`config.mk`:
```
export PLATFORM = sky130hd
export DESIGN_NAME = ide_pio_sequencer_flat
export DESIGN_NICKNAME = d
export VERILOG_FILES = /design/src/rtl/ide_pio_sequencer_if.sv /design/src/rtl/ide_pio_sequencer.sv /design/src/flat_wrapper.sv
export SDC_FILE = /design/constraint.sdc
export NUM_CORES = 1
export LEC_CHECK = 0
export ABC_AREA = 1
export CORE_MARGIN = 5
export CORE_UTILIZATION = 52
export CTS_BUF_LIST = sky130_fd_sc_hd__clkbuf_2
export DETAILED_ROUTE_END_ITERATION = 12
export PLACE_DENSITY = 0.79
export SLEW_MARGIN = 25
export SYNTH_ARGS = -nofsm -noshare
export SYNTH_HDL_FRONTEND = slang
export SYNTH_SLANG_ARGS = --single-unit
```
`constraint.sdc`:
```
create_clock -name CLKCPU -period 1.4 [get_ports CLKCPU]
set_input_delay 0.42 -clock CLKCPU [delete_from_list [all_inputs] [get_ports CLKCPU]]
set_output_delay 0.42 -clock CLKCPU [all_outputs]
set_load 0.05 [all_outputs]
```
`src/rtl/ide_pio_sequencer_if.sv`:
```
// Bus bundle between the 68020/Gayle decode side and the IDE PIO sequencer.
// The master drives the CPU strobes and IORDY; the slave (sequencer) drives the ATA and ack lines.
interface ide_pio_sequencer_if;
  logic       AS20;
  logic       DS20;
  logic       RW20;
  logic       IDE_SEL;
  logic       A12;
  logic       IORDY;
  logic [1:0] IDECS;
  logic       IOR;
  logic       IOW;
  logic [1:0] DSACK;
  logic       DLATCH;
  logic       TIMEOUT;

  modport master (
    output AS20, DS20, RW20, IDE_SEL, A12, IORDY,
    input  IDECS, IOR, IOW, DSACK, DLATCH, TIMEOUT
  );

  modport slave (
    input  AS20, DS20, RW20, IDE_SEL, A12, IORDY,
    output IDECS, IOR, IOW, DSACK, DLATCH, TIMEOUT
  );
endinterface

```
`src/rtl/ide_pio_sequencer.sv`:
```
// Turns decoded 68020 IDE accesses into timed ATA PIO strobes with IORDY wait states,
// a 16-bit DSACK acknowledge and a read-data latch pulse. All outputs are registered.
module ide_pio_sequencer #(
  parameter int unsigned T_SETUP   = 2,
  parameter int unsigned T_ACTIVE  = 6,
  parameter int unsigned T_HOLD    = 1,
  parameter int unsigned T_RECOVER = 4,
  parameter int unsigned T_TIMEOUT = 255
) (
  input logic                 CLKCPU,
  input logic                 RESET,
  ide_pio_sequencer_if.slave  bus
);

  typedef enum logic [2:0] {
    IDLE, SETUP, ACTIVE, ACK, HOLD, RECOVER
  } state_t;

  state_t     state, state_nxt;
  logic [3:0] phase, phase_nxt;
  logic [7:0] wait_cnt, wait_nxt;
  logic       rw_lat, rw_nxt;
  logic       a12_lat, a12_nxt;
  logic [1:0] idecs_r, idecs_nxt;
  logic       ior_r, ior_nxt;
  logic       iow_r, iow_nxt;
  logic [1:0] dsack_r, dsack_nxt;
  logic       dlatch_r, dlatch_nxt;
  logic       timeout_r, timeout_nxt;

  always_ff @(posedge CLKCPU) begin
    if (RESET) begin
      state     <= IDLE;
      phase     <= '0;
      wait_cnt  <= '0;
      rw_lat    <= 1'b1;
      a12_lat   <= 1'b0;
      idecs_r   <= 2'b11;
      ior_r     <= 1'b1;
      iow_r     <= 1'b1;
      dsack_r   <= 2'b11;
      dlatch_r  <= 1'b0;
      timeout_r <= 1'b0;
    end else begin
      state     <= state_nxt;
      phase     <= phase_nxt;
      wait_cnt  <= wait_nxt;
      rw_lat    <= rw_nxt;
      a12_lat   <= a12_nxt;
      idecs_r   <= idecs_nxt;
      ior_r     <= ior_nxt;
      iow_r     <= iow_nxt;
      dsack_r   <= dsack_nxt;
      dlatch_r  <= dlatch_nxt;
      timeout_r <= timeout_nxt;
    end
  end

  // Phase counter acts on the edge where it reads 1, so each phase lasts exactly its T_* cycles.
  always_comb begin
    state_nxt   = state;
    phase_nxt   = phase;
    wait_nxt    = wait_cnt;
    rw_nxt      = rw_lat;
    a12_nxt     = a12_lat;
    idecs_nxt   = idecs_r;
    ior_nxt     = ior_r;
    iow_nxt     = iow_r;
    dsack_nxt   = dsack_r;
    dlatch_nxt  = 1'b0;
    timeout_nxt = 1'b0;

    case (state)
      IDLE: begin
        if (!bus.AS20 && !bus.DS20 && !bus.IDE_SEL) begin
          rw_nxt    = bus.RW20;
          a12_nxt   = bus.A12;
          idecs_nxt = bus.A12 ? 2'b01 : 2'b10;
          phase_nxt = 4'(T_SETUP);
          state_nxt = SETUP;
        end
      end

      SETUP: begin
        if (bus.AS20) begin
          phase_nxt = 4'(T_HOLD);
          state_nxt = HOLD;
        end else if (phase <= 4'd1) begin
          ior_nxt   = !rw_lat;
          iow_nxt   = rw_lat;
          phase_nxt = 4'(T_ACTIVE);
          wait_nxt  = '0;
          state_nxt = ACTIVE;
        end else begin
          phase_nxt = phase - 4'd1;
        end
      end

      // Once the active time has expired, IORDY low stretches the strobe until the timeout forces ack.
      ACTIVE: begin
        if (bus.AS20) begin
          ior_nxt   = 1'b1;
          iow_nxt   = 1'b1;
          phase_nxt = 4'(T_HOLD);
          state_nxt = HOLD;
        end else if (phase > 4'd1) begin
          phase_nxt = phase - 4'd1;
        end else if (bus.IORDY || (wait_cnt == 8'(T_TIMEOUT))) begin
          dsack_nxt   = 2'b01;
          dlatch_nxt  = rw_lat;
          timeout_nxt = !bus.IORDY;
          phase_nxt   = '0;
          state_nxt   = ACK;
        end else begin
          wait_nxt  = wait_cnt + 8'd1;
          phase_nxt = '0;
        end
      end

      ACK: begin
        if (bus.AS20) begin
          ior_nxt   = 1'b1;
          iow_nxt   = 1'b1;
          dsack_nxt = 2'b11;
          phase_nxt = 4'(T_HOLD);
          state_nxt = HOLD;
        end
      end

      HOLD: begin
        if (phase <= 4'd1) begin
          idecs_nxt = 2'b11;
          phase_nxt = 4'(T_RECOVER);
          state_nxt = RECOVER;
        end else begin
          phase_nxt = phase - 4'd1;
        end
      end

      RECOVER: begin
        if (phase <= 4'd1) begin
          phase_nxt = '0;
          state_nxt = IDLE;
        end else begin
          phase_nxt = phase - 4'd1;
        end
      end

      default: begin
        state_nxt = IDLE;
      end
    endcase
  end

  assign bus.IDECS   = idecs_r;
  assign bus.IOR     = ior_r;
  assign bus.IOW     = iow_r;
  assign bus.DSACK   = dsack_r;
  assign bus.DLATCH  = dlatch_r;
  assign bus.TIMEOUT = timeout_r;

endmodule

```
`src/flat_wrapper.sv`:
```
// flat-port wrapper written by rule: the top's interface ports become plain ports
module ide_pio_sequencer_flat 
#(
  parameter int unsigned T_SETUP   = 2,
  parameter int unsigned T_ACTIVE  = 6,
  parameter int unsigned T_HOLD    = 1,
  parameter int unsigned T_RECOVER = 4,
  parameter int unsigned T_TIMEOUT = 255
)
  (CLKCPU, RESET, bus_AS20, bus_DS20, bus_RW20, bus_IDE_SEL, bus_A12, bus_IORDY, bus_IDECS, bus_IOR, bus_IOW, bus_DSACK, bus_DLATCH, bus_TIMEOUT);
  ide_pio_sequencer_if bus_i ();
  input logic CLKCPU;
  input logic RESET;
  input wire logic [$bits(bus_i.AS20)-1:0] bus_AS20;
  input wire logic [$bits(bus_i.DS20)-1:0] bus_DS20;
  input wire logic [$bits(bus_i.RW20)-1:0] bus_RW20;
  input wire logic [$bits(bus_i.IDE_SEL)-1:0] bus_IDE_SEL;
  input wire logic [$bits(bus_i.A12)-1:0] bus_A12;
  input wire logic [$bits(bus_i.IORDY)-1:0] bus_IORDY;
  output wire logic [$bits(bus_i.IDECS)-1:0] bus_IDECS;
  output wire logic [$bits(bus_i.IOR)-1:0] bus_IOR;
  output wire logic [$bits(bus_i.IOW)-1:0] bus_IOW;
  output wire logic [$bits(bus_i.DSACK)-1:0] bus_DSACK;
  output wire logic [$bits(bus_i.DLATCH)-1:0] bus_DLATCH;
  output wire logic [$bits(bus_i.TIMEOUT)-1:0] bus_TIMEOUT;
  assign bus_i.AS20 = bus_AS20;
  assign bus_i.DS20 = bus_DS20;
  assign bus_i.RW20 = bus_RW20;
  assign bus_i.IDE_SEL = bus_IDE_SEL;
  assign bus_i.A12 = bus_A12;
  assign bus_i.IORDY = bus_IORDY;
  assign bus_IDECS = bus_i.IDECS;
  assign bus_IOR = bus_i.IOR;
  assign bus_IOW = bus_i.IOW;
  assign bus_DSACK = bus_i.DSACK;
  assign bus_DLATCH = bus_i.DLATCH;
  assign bus_TIMEOUT = bus_i.TIMEOUT;
  ide_pio_sequencer #(.T_SETUP(T_SETUP), .T_ACTIVE(T_ACTIVE), .T_HOLD(T_HOLD), .T_RECOVER(T_RECOVER), .T_TIMEOUT(T_TIMEOUT)) u_core (.CLKCPU(CLKCPU), .RESET(RESET), .bus(bus_i));
endmodule
```
# After elaboration in Yosys (flattened, before gate mapping)
# Cells that the tools add are included.
[classes]
reduce_logical = 23
bitwise = 2
n_lt_le_gt_ge = 2
n_mux = 41
addsub = 2
n_eq_ne = 20
[op_table]
columns = ["operator", "count"]
rows = [
  ["$mux W8", 5],
  ["$mux W4", 8],
  ["$mux W3", 9],
  ["$pmux W4 S6", 1],
  ["$pmux W3 S6", 1],
  ["$pmux W8 S2", 1],
  ["$mux W2", 7],
  ["$ne A2 B1 Y1 const B", 6],
  ["$ne A2 B2 Y1 const B", 5],
  ["$add A8 B1 Y8 const B", 1],
  ["$eq A8 B8 Y1 const B", 1],
  ["$pmux W2 S2", 2],
  ["$reduce_bool A2 Y1", 4],
  ["$reduce_and A7 Y1", 1],
  ["$eq A3 B2 Y1 const B", 2],
  ["$eq A3 B3 Y1 const B", 2],
  ["$ne A3 B2 Y1 const B", 2],
  ["$reduce_and A3 Y1", 2],
  ["$reduce_and A6 Y1", 1],
  ["$reduce_bool A6 Y1", 1],
  ["$logic_not A1 Y1", 5],
  ["$mux W1", 5],
  ["$reduce_and A5 Y1", 1],
  ["$reduce_or A5 Y1", 1],
  ["other kinds (13)", 16],
]
[word_totals]
inputBits = 8
out_inout_bits = 8
word_cells = 100
register_bits = 24

# Logic depth before layout (Yosys ltp)
# Gate-level depths: netlist of run 1.
[logic_depth]
depth_word = 6
depth_mapped = 11
ltp_nobuf = 11

# Least setup slack after synthesis of run 1
# Ideal clock, no wire load.
[synth_timing]
path_kind = "reg2reg"
from = "register u_core.phase[0]"
to = "register u_core.state[1]"
n_path_buf = 0
t_arrival_ps = 1405
path_slack_ps = -118
path_stages_with_launch = 11
t_required_ps = 1287
path_cell_list = "dfxtp_1 > inv_1 > ha_1 > o21ai_2 > nand2_1 > nand2_1 > nand2_1 > nand2_2 > nand2_1 > nand2_1 > nor2_1"
[synth_between]
elab_chain_len = 3
elab_cells_between_ends = 7
[synth_rtl]
columns = ["element", "line_no", "text"]
rows = [
  ["from (decl)", "ide_pio_sequencer.sv:20", "logic [3:0] phase, phase_nxt;"],
  ["from (signal assigned)", "ide_pio_sequencer.sv:46", "phase <= phase_nxt;"],
  ["$gt A4 B1 Y1 or $le A4 B1 Y1 (tied branches)", "-", ""],
  ["$ne A3 B3 Y1 (no source line) (tied with other cells)", "-", ""],
  ["$reduce_and A7 Y1 (no source line) (*)", "-", ""],
  ["to (signal assigned)", "ide_pio_sequencer.sv:45", "state <= state_nxt;"],
  ["to (decl)", "ide_pio_sequencer.sv:19", "state_t state, state_nxt;"],
]
# Mark *: on every way between the ends. The rest lies on a longest branch, timed or not.
# A chain may end at the register's enable or synchronous reset.

# Final worst setup path of run 1
[layout_timing]
from = "register u_core.phase[0]"
to = "register u_core.wait_cnt[3]"
[layout_between]
elab_chain_len = 3
elab_cells_between_ends = 5
[layout_rtl]
columns = ["element", "line_no", "text"]
rows = [
  ["$le A4 B1 Y1 or $gt A4 B1 Y1 (tied branches)", "ide_pio_sequencer.sv:88, ide_pio_sequencer.sv:106", ""],
  ["$ne A2 B1 Y1 (no source line) or $ne A2 B2 Y1 (tied branches)", "-", ""],
  ["$reduce_and A6 Y1 (no source line) (*)", "-", ""],
  ["to (signal assigned)", "ide_pio_sequencer.sv:47", "wait_cnt <= wait_nxt;"],
  ["to (decl)", "ide_pio_sequencer.sv:21", "logic [7:0] wait_cnt, wait_nxt;"],
]
# Marks and branches as above.

==> flow_summary.ini, run 1 <==
[logic_synthesis]
synth_area_sq_mm = 0.00142
yosysWarnings = 0
ys_ff_latch = 23
avgSynthCellArea_sq_um = 6.45
synth_cells = 220
syn_nets = 231
ys_types = 29
ys_seq_area_share_pct = 32.5

[clocking]
htree_num_levels = 1
cts_tree = done
cts_buffer_depth = 2
cts_root_buf = clkbuf_2
path_clk_slew_ps = 210
clock_latency_ps = 350
hold_buffers = 0
cts_buffers = 3
clock_sinks = 23

[finish]
fin_nets = 277
finalNonFillerCells = 296
antenna_cells = 0
drive_gt1_share_pct = 33.2
area_growth_pct = 43.0
fin_area_sq_mm = 0.00203

[run_status]
violations = negative setup slack
outcome = finished, violations left

[worst_setup_path]
cp-end-kind = register
required_ps = 1680
critPathKind = reg2reg
worst_setup_path_start_kind = register
path_max_fanout = 4
worst_ep_arrival_time_ps = 1740

[place]
post_dp_cell_area_sq_mm = 0.00185
port_buffers = 14
dp_hpwl_mm = 2.64
routabilityCongestion = 0.938
place_inst = 287

[grt]
grt_pass1_wl_mm = 6.02
grt_pass1_vias = 1470
overflow = 0
antenna_found_initial = 0
grt_max_degree = 13
globalRouteTotalUtil_pct = 18.4

[die]
die_w_microns = 62.2
core-area_sq_mm = 0.00269
dieArea_sq_mm = 0.00387
initial_utilization_pct = 52.8
io_pins = 16
die_h_microns = 62.2
num_rows = 19

[detailed_routing]
dr.pass1.iters = 5
vias_per_cell = 5.16
drt_wl_total_mm = 3.61
wl_per_cell_microns = 12.2
first_iter_violations = 57
drt_drc_violations_left = 0
ant_nets = 0
vias = 1528

[pwr]
p_total_uw = 3880
power_density_mw_per_mm2 = 1910
p_leak_uw = 0.000905
worst_ir_drop_vdd_uv = 1750

[sta]
fin_crit_sh_pct = 104
slew_viol_final = 0
timing.fmax_ghz = 0.685
hold_viol_final = 0
skew_ps = 7.67
rsz0062_at_grt = true
setup_tns_ps = -304
setup_ws_ps = -60.7
fin_crit_ps = 1460
setup_viol = 13
hold_ws_ps = 492

[run]
maxCapViolations = 0

[min_path]
hold_path_class = reg2reg
-- final timing paths --
| check | start | end | slack, ps | cells after the start |
|---|---|---|---|---|
| worst min register to register | u_core.rw_lat$_SDFFE_PP1P_ | u_core.bus.DLATCH$_SDFF_PP0_ | 490 | 2 |
| worst max register to register | u_core.phase[0]$_SDFFE_PP0P_ | u_core.wait_cnt[3]$_SDFFE_PP0P_ | -60 | 7 |
| worst min-delay path | u_core.rw_lat$_SDFFE_PP1P_ | u_core.bus.DLATCH$_SDFF_PP0_ | 490 | 2 |
| worst max-delay path | u_core.phase[0]$_SDFFE_PP0P_ | u_core.wait_cnt[3]$_SDFFE_PP0P_ | -60 | 7 |
-- state kept, by name (all words and copies together), names as in the netlist --
name and flops:
u_core.wait_cnt 8, u_core.phase 4, u_core.state 3, u_core.bus.IDECS 2, u_core.bus.DLATCH 1, u_core.bus.DSACK 1
u_core.bus.IOR 1, u_core.bus.IOW 1, u_core.bus.TIMEOUT 1, u_core.rw_lat 1
-- metal layers --
metal  global-route usage, %  routed length (microns)
met1                    20.9                     1540
met2                    33.3                     1880
met3                    3.06                      125
met4                    7.59                       63
met5                       0                        0
-- where the power goes --
| group | total (uW) | switching (uW) | internal (uW) |
|---|---|---|---|
| combinational | 2640 | 1520 | 1120 |
| sequential | 959 | 155 | 805 |
| clock | 279 | 203 | 75.5 |
-- cells in the final DEF, fill, tap and decap left out, drive strengths merged, types with 3 or more instances in the layout --
cell type	count
a21oi	16
nand2	65
nor3	3
clkdlybuf4s50	6
nand3	27
inv	29
o21ai	11
buf	36
nor2	32
clkbuf	4
ha	3
dfxtp	23
-- critical path: stages (launching register included) --
cell,delay (ps)
dfxtp_4,420
inv_4,70
ha_4,160
o21ai_4,80
nor2_2,210
clkinvlp_2,230
nand3_1,170
a21oi_2,70
-- synth_stat cells, drive strengths merged --
| master | count | area [sq um] |
|---|---|---|
| nand4 | 1 | 6.26 |
| a22oi | 1 | 7.51 |
| nand3 | 26 | 160 |
| ha | 3 | 37.5 |
| o21ai | 11 | 58.8 |
| nor3 | 3 | 15.0 |
| buf | 3 | 23.8 |
| a21oi | 16 | 80.1 |
| inv | 29 | 109 |
| nor2 | 32 | 148 |
| xnor2 | 1 | 8.76 |
| clkbuf | 1 | 3.75 |
| o22ai | 1 | 6.26 |
| o21bai | 1 | 7.51 |
| o211ai | 1 | 7.51 |
| dfxtp | 23 | 460 |
| xor2 | 1 | 8.76 |
| nand2 | 65 | 267 |
| conb | 1 | 3.75 |
-- repair_timing --
| item | 4_1_cts | 5_1_grt |
|---|---|---|
| endpoints found under the setup margin | 22 | 22 |
| buffers inserted | 3 | 0 |
| pin swaps | 8 | 6 |
| cloned | 2 | 0 |
| gates resized for setup | 20 | 19 |
-- layout make-up --
| cell class | instances | area (sq um) |
|---|---|---|
| Clock buffer | 4 | 20.0 |
| Tap cell | 31 | 38.8 |
| Sequential cell | 23 | 470 |
| Timing Repair Buffer | 43 | 430 |
| Multi-Input combinational cell | 165 | 951 |
| Timing Repair inverter | 1 | 5.00 |
| Fill cell | 216 | 657 |
| Inverter | 29 | 114 |
-- cells by family (layout without fill, tap and decap cells) --
logic type | count (synthesis) | in the layout | synth area share [%]
other | 1 | 1 | 0.264
AO/OA/AOI/OAI | 31 | 31 | 11.8
adder cells (fa/ha/maj) | 3 | 3 | 2.65
XOR/XNOR | 2 | 2 | 1.23
AND/OR/NAND/NOR | 127 | 128 | 42.0
flip-flops | 23 | 23 | 32.5
buffers and inverters | 33 | 77 | 9.61
-- through the flow --
step | setup WS (ps) | util, %
6_report | -60.7 | 75.5
2_1_floorplan | 10.6 | -
3_5_place_dp | -453 | 68.8
4_1_cts | -33.4 | 73.0
3_3_place_gp | -389 | 68.8
5_1_grt | -162 | 75.5
Power figures use the tool's default switching activity.
==> run 2, diff against run 1 <==
SLEW_MARGIN = 20   (was 25)
==> results of run 2 <==
The final DEF is identical to that of run 1; final timing and power are the same.
==> run 3, diff against run 2 <==
CORE_UTILIZATION = 50   (was 52)
CTS_BUF_LIST = sky130_fd_sc_hd__clkbuf_16   (was sky130_fd_sc_hd__clkbuf_2)
PLACE_DENSITY = 0.76   (was 0.79)
==> run 3 against run 2 <==
The run still ends with negative setup slack left; critical path depth rose by 2; non-clock buffer count rose by 3; wire length fell by 0.39%; setup slack improved by 21 ps; hold slack got worse by 20 ps; first-iteration DRC count rose to 2.6 times the previous value; clock power rose by 120%; utilization rose by 0.75 points; clock skew fell by 6.0 ps; global-route usage rose by 0.15 points; critical endpoint is now u_core.wait_cnt[1]$_SDFFE_PP0P_; largest power group unchanged; highest routed layer unchanged.
==> flow_summary.ini, run 3 (synthesis results as in run 1) <==
[detailed_routing]
met1_length_mm = 1.62
vias = 1523
vias_per_cell = 5.11
dr_wl_met3_microns = 124
wl_met2_mm = 1.77
drt_drc_violations_left = 0
drt_wl_total_mm = 3.60
dr.pass1.iters = 4
first_iter_violations = 147
maxUsedRoutingLayer = met4
wl_per_cell_microns = 12.1
ant_nets = 0

[sta]
fin_crit_sh_pct = 103
setup_ws_ps = -39.2
timing.fmax_ghz = 0.695
rsz0062_at_grt = true
slew_viol_final = 0
hold_ws_ps = 473
fin_crit_ps = 1440
setup_tns_ps = -330
setup_viol = 12
hold_viol_final = 0
skew_ps = 1.68

[worst_setup_path]
worst_path_largest_cell_delay_ps = 390
slowest_stage = dfxtp_4
crit_buf_inv = 2
r2r_cells = 9
path_max_fanout = 7
crit_family = flip-flops
required_ps = 1540
cp-end-kind = register
reg2reg_from = u_core.phase[0]$_SDFFE_PP0P_
r2r_end = u_core.wait_cnt[1]$_SDFFE_PP0P_
worst_setup_path_start_kind = register
worst_ep_arrival_time_ps = 1580
r2r_slack_ps = -40
critPathKind = reg2reg
crit_chain = inv_4 > ha_4 > o21ai_4 > buf_6 > nor2_4 > nand3_4 > nand2_4 > nand2_1 > a21oi_1

[finish]
drive_gt1_share_pct = 32.2
area_growth_pct = 47.0
nFillCells = 205
utilization_pct = 76.3
regMostFlops = u_core.wait_cnt
layout_common_cells = 53 x nand2_1, 30 x buf_4, 25 x inv_1, 22 x nor2_1, 22 x nand3_1
fin_nets = 279
final_common_cell = nand2_1
fin_area_sq_mm = 0.00209
reg_top3 = u_core.wait_cnt: 8 flops, u_core.phase: 4 flops, u_core.state: 3 flops
antenna_cells = 0
largest_reg_flops = 8

[die]
io_pins = 16
dieArea_sq_mm = 0.00400
initial_utilization_pct = 51.9
die_w_microns = 63.3
die_h_microns = 63.3
num_rows = 19
core-area_sq_mm = 0.00273

[pwr]
p_clk_share_pct = 14.9
power_density_mw_per_mm2 = 1970
p_int_uw = 2260
combinationalPowerShare_pct = 61.8
p_leak_uw = 0.000953
pwr-share-seq_pct = 23.3
power.share.switching_pct = 45.1
switchingPower_uw = 1860
worst_ir_drop_vdd_uv = 1540

[min_path]
whs_path_depth = 2
hold_path_class = reg2reg
whs_endpoint = u_core.bus.DLATCH$_SDFF_PP0_
hold_start = u_core.rw_lat$_SDFFE_PP1P_

[clocking]
clock_latency_ps = 250
htree_num_levels = 1
cts_buffers = 3
cts_root_buf = clkbuf_16
cts_tree = done
path_clk_slew_ps = 60
clock_sinks = 23
cts_buffer_depth = 2

[grt]
antenna_found_initial = 0
globalRouteTotalUtil_pct = 18.5
grt_max_degree = 13
grt_pass1_wl_mm = 6.21
grt_pass1_vias = 1464
overflow = 0

[place]
post_dp_cell_area_sq_mm = 0.00188
port_buffers = 14
routabilityCongestion = 0.889
dp_hpwl_mm = 2.67

[run]
maxCapViolations = 0

[run_status]
outcome = finished, violations left
violations = negative setup slack
==> run 3: cell types whose count changed in the layout (fill, tap and decap cells not counted), sizes merged <==
cell,before,now
clkbuf,4,3
inv,29,30
clkinvlp,1,0
buf,36,39
==> run 3: routing by layer <==
metal  GRT usage (%)  vias to the layer above
li1                -                      796
met1            23.2                      686
met2            32.1                       33
met3            2.49                        8
met4            6.75                        0
met5               0                        -
==> run 3: timing repair <==
action / in CTS / in global routing
endpoints found under the setup margin: 20 / 20
hold buffers: 0 / 0
setup buffers: 2 / 0
gates resized for setup: 21 / 15
gates cloned: 1 / 0
pin swaps: 10 / 3
==> run 3: worst max path at each step <==
stage	start	endpoint	slack (ps)	cells after the start
after floorplan	u_core.phase[0]$_SDFFE_PP0P_	u_core.bus.IOR$_SDFFE_PP1P_	10	8
after global placement	bus_AS20	u_core.bus.IOR$_SDFFE_PP1P_	-400	9
after detailed placement	bus_AS20	u_core.bus.IOR$_SDFFE_PP1P_	-470	9
after CTS	u_core.phase[0]$_SDFFE_PP0P_	u_core.wait_cnt[1]$_SDFFE_PP0P_	-30	9
after global routing	u_core.state[0]$_SDFFE_PP0P_	u_core.state[1]$_SDFFE_PP0P_	-150	10
final	u_core.phase[0]$_SDFFE_PP0P_	u_core.wait_cnt[1]$_SDFFE_PP0P_	-40	9
==> run 3: cell type report <==
class	instances	area (sq um)	share of cell area, %
Clock buffer	3	75.1	3.60
Clock inverter	1	3.75	0.180
Inverter	29	114	5.46
Multi-Input combinational cell	165	930	44.6
Sequential cell	23	468	22.4
Tap cell	31	38.8	1.86
Timing Repair Buffer	46	457	21.9
==> run 3: power by group through the flow <==
stage	sequential (uW)	combinational [uW]	clock, uW
after floorplan	996	1380	0
after global placement	935	2240	0
after detailed placement	939	2280	0
after CTS	953	2410	626
after global routing	979	2800	663
final	959	2550	612
==> run 3: per-stage QoR <==
step / setup slack (ps) / power [uW] / std cells
2_1_floorplan: 10.6 / 2370 / 220
3_5_place_dp: -468 / 3220 / 291
3_3_place_gp: -395 / 3180 / 291
4_1_cts: -28.6 / 3990 / 298
5_1_grt: -147 / 4450 / 298
6_report: -39.2 / 4120 / 298
==> run 3: tightest hold or removal path: stages, from the launching register on <==
cell	delay [ps]
dfxtp_1	320
inv_1	70
nor2_1	40
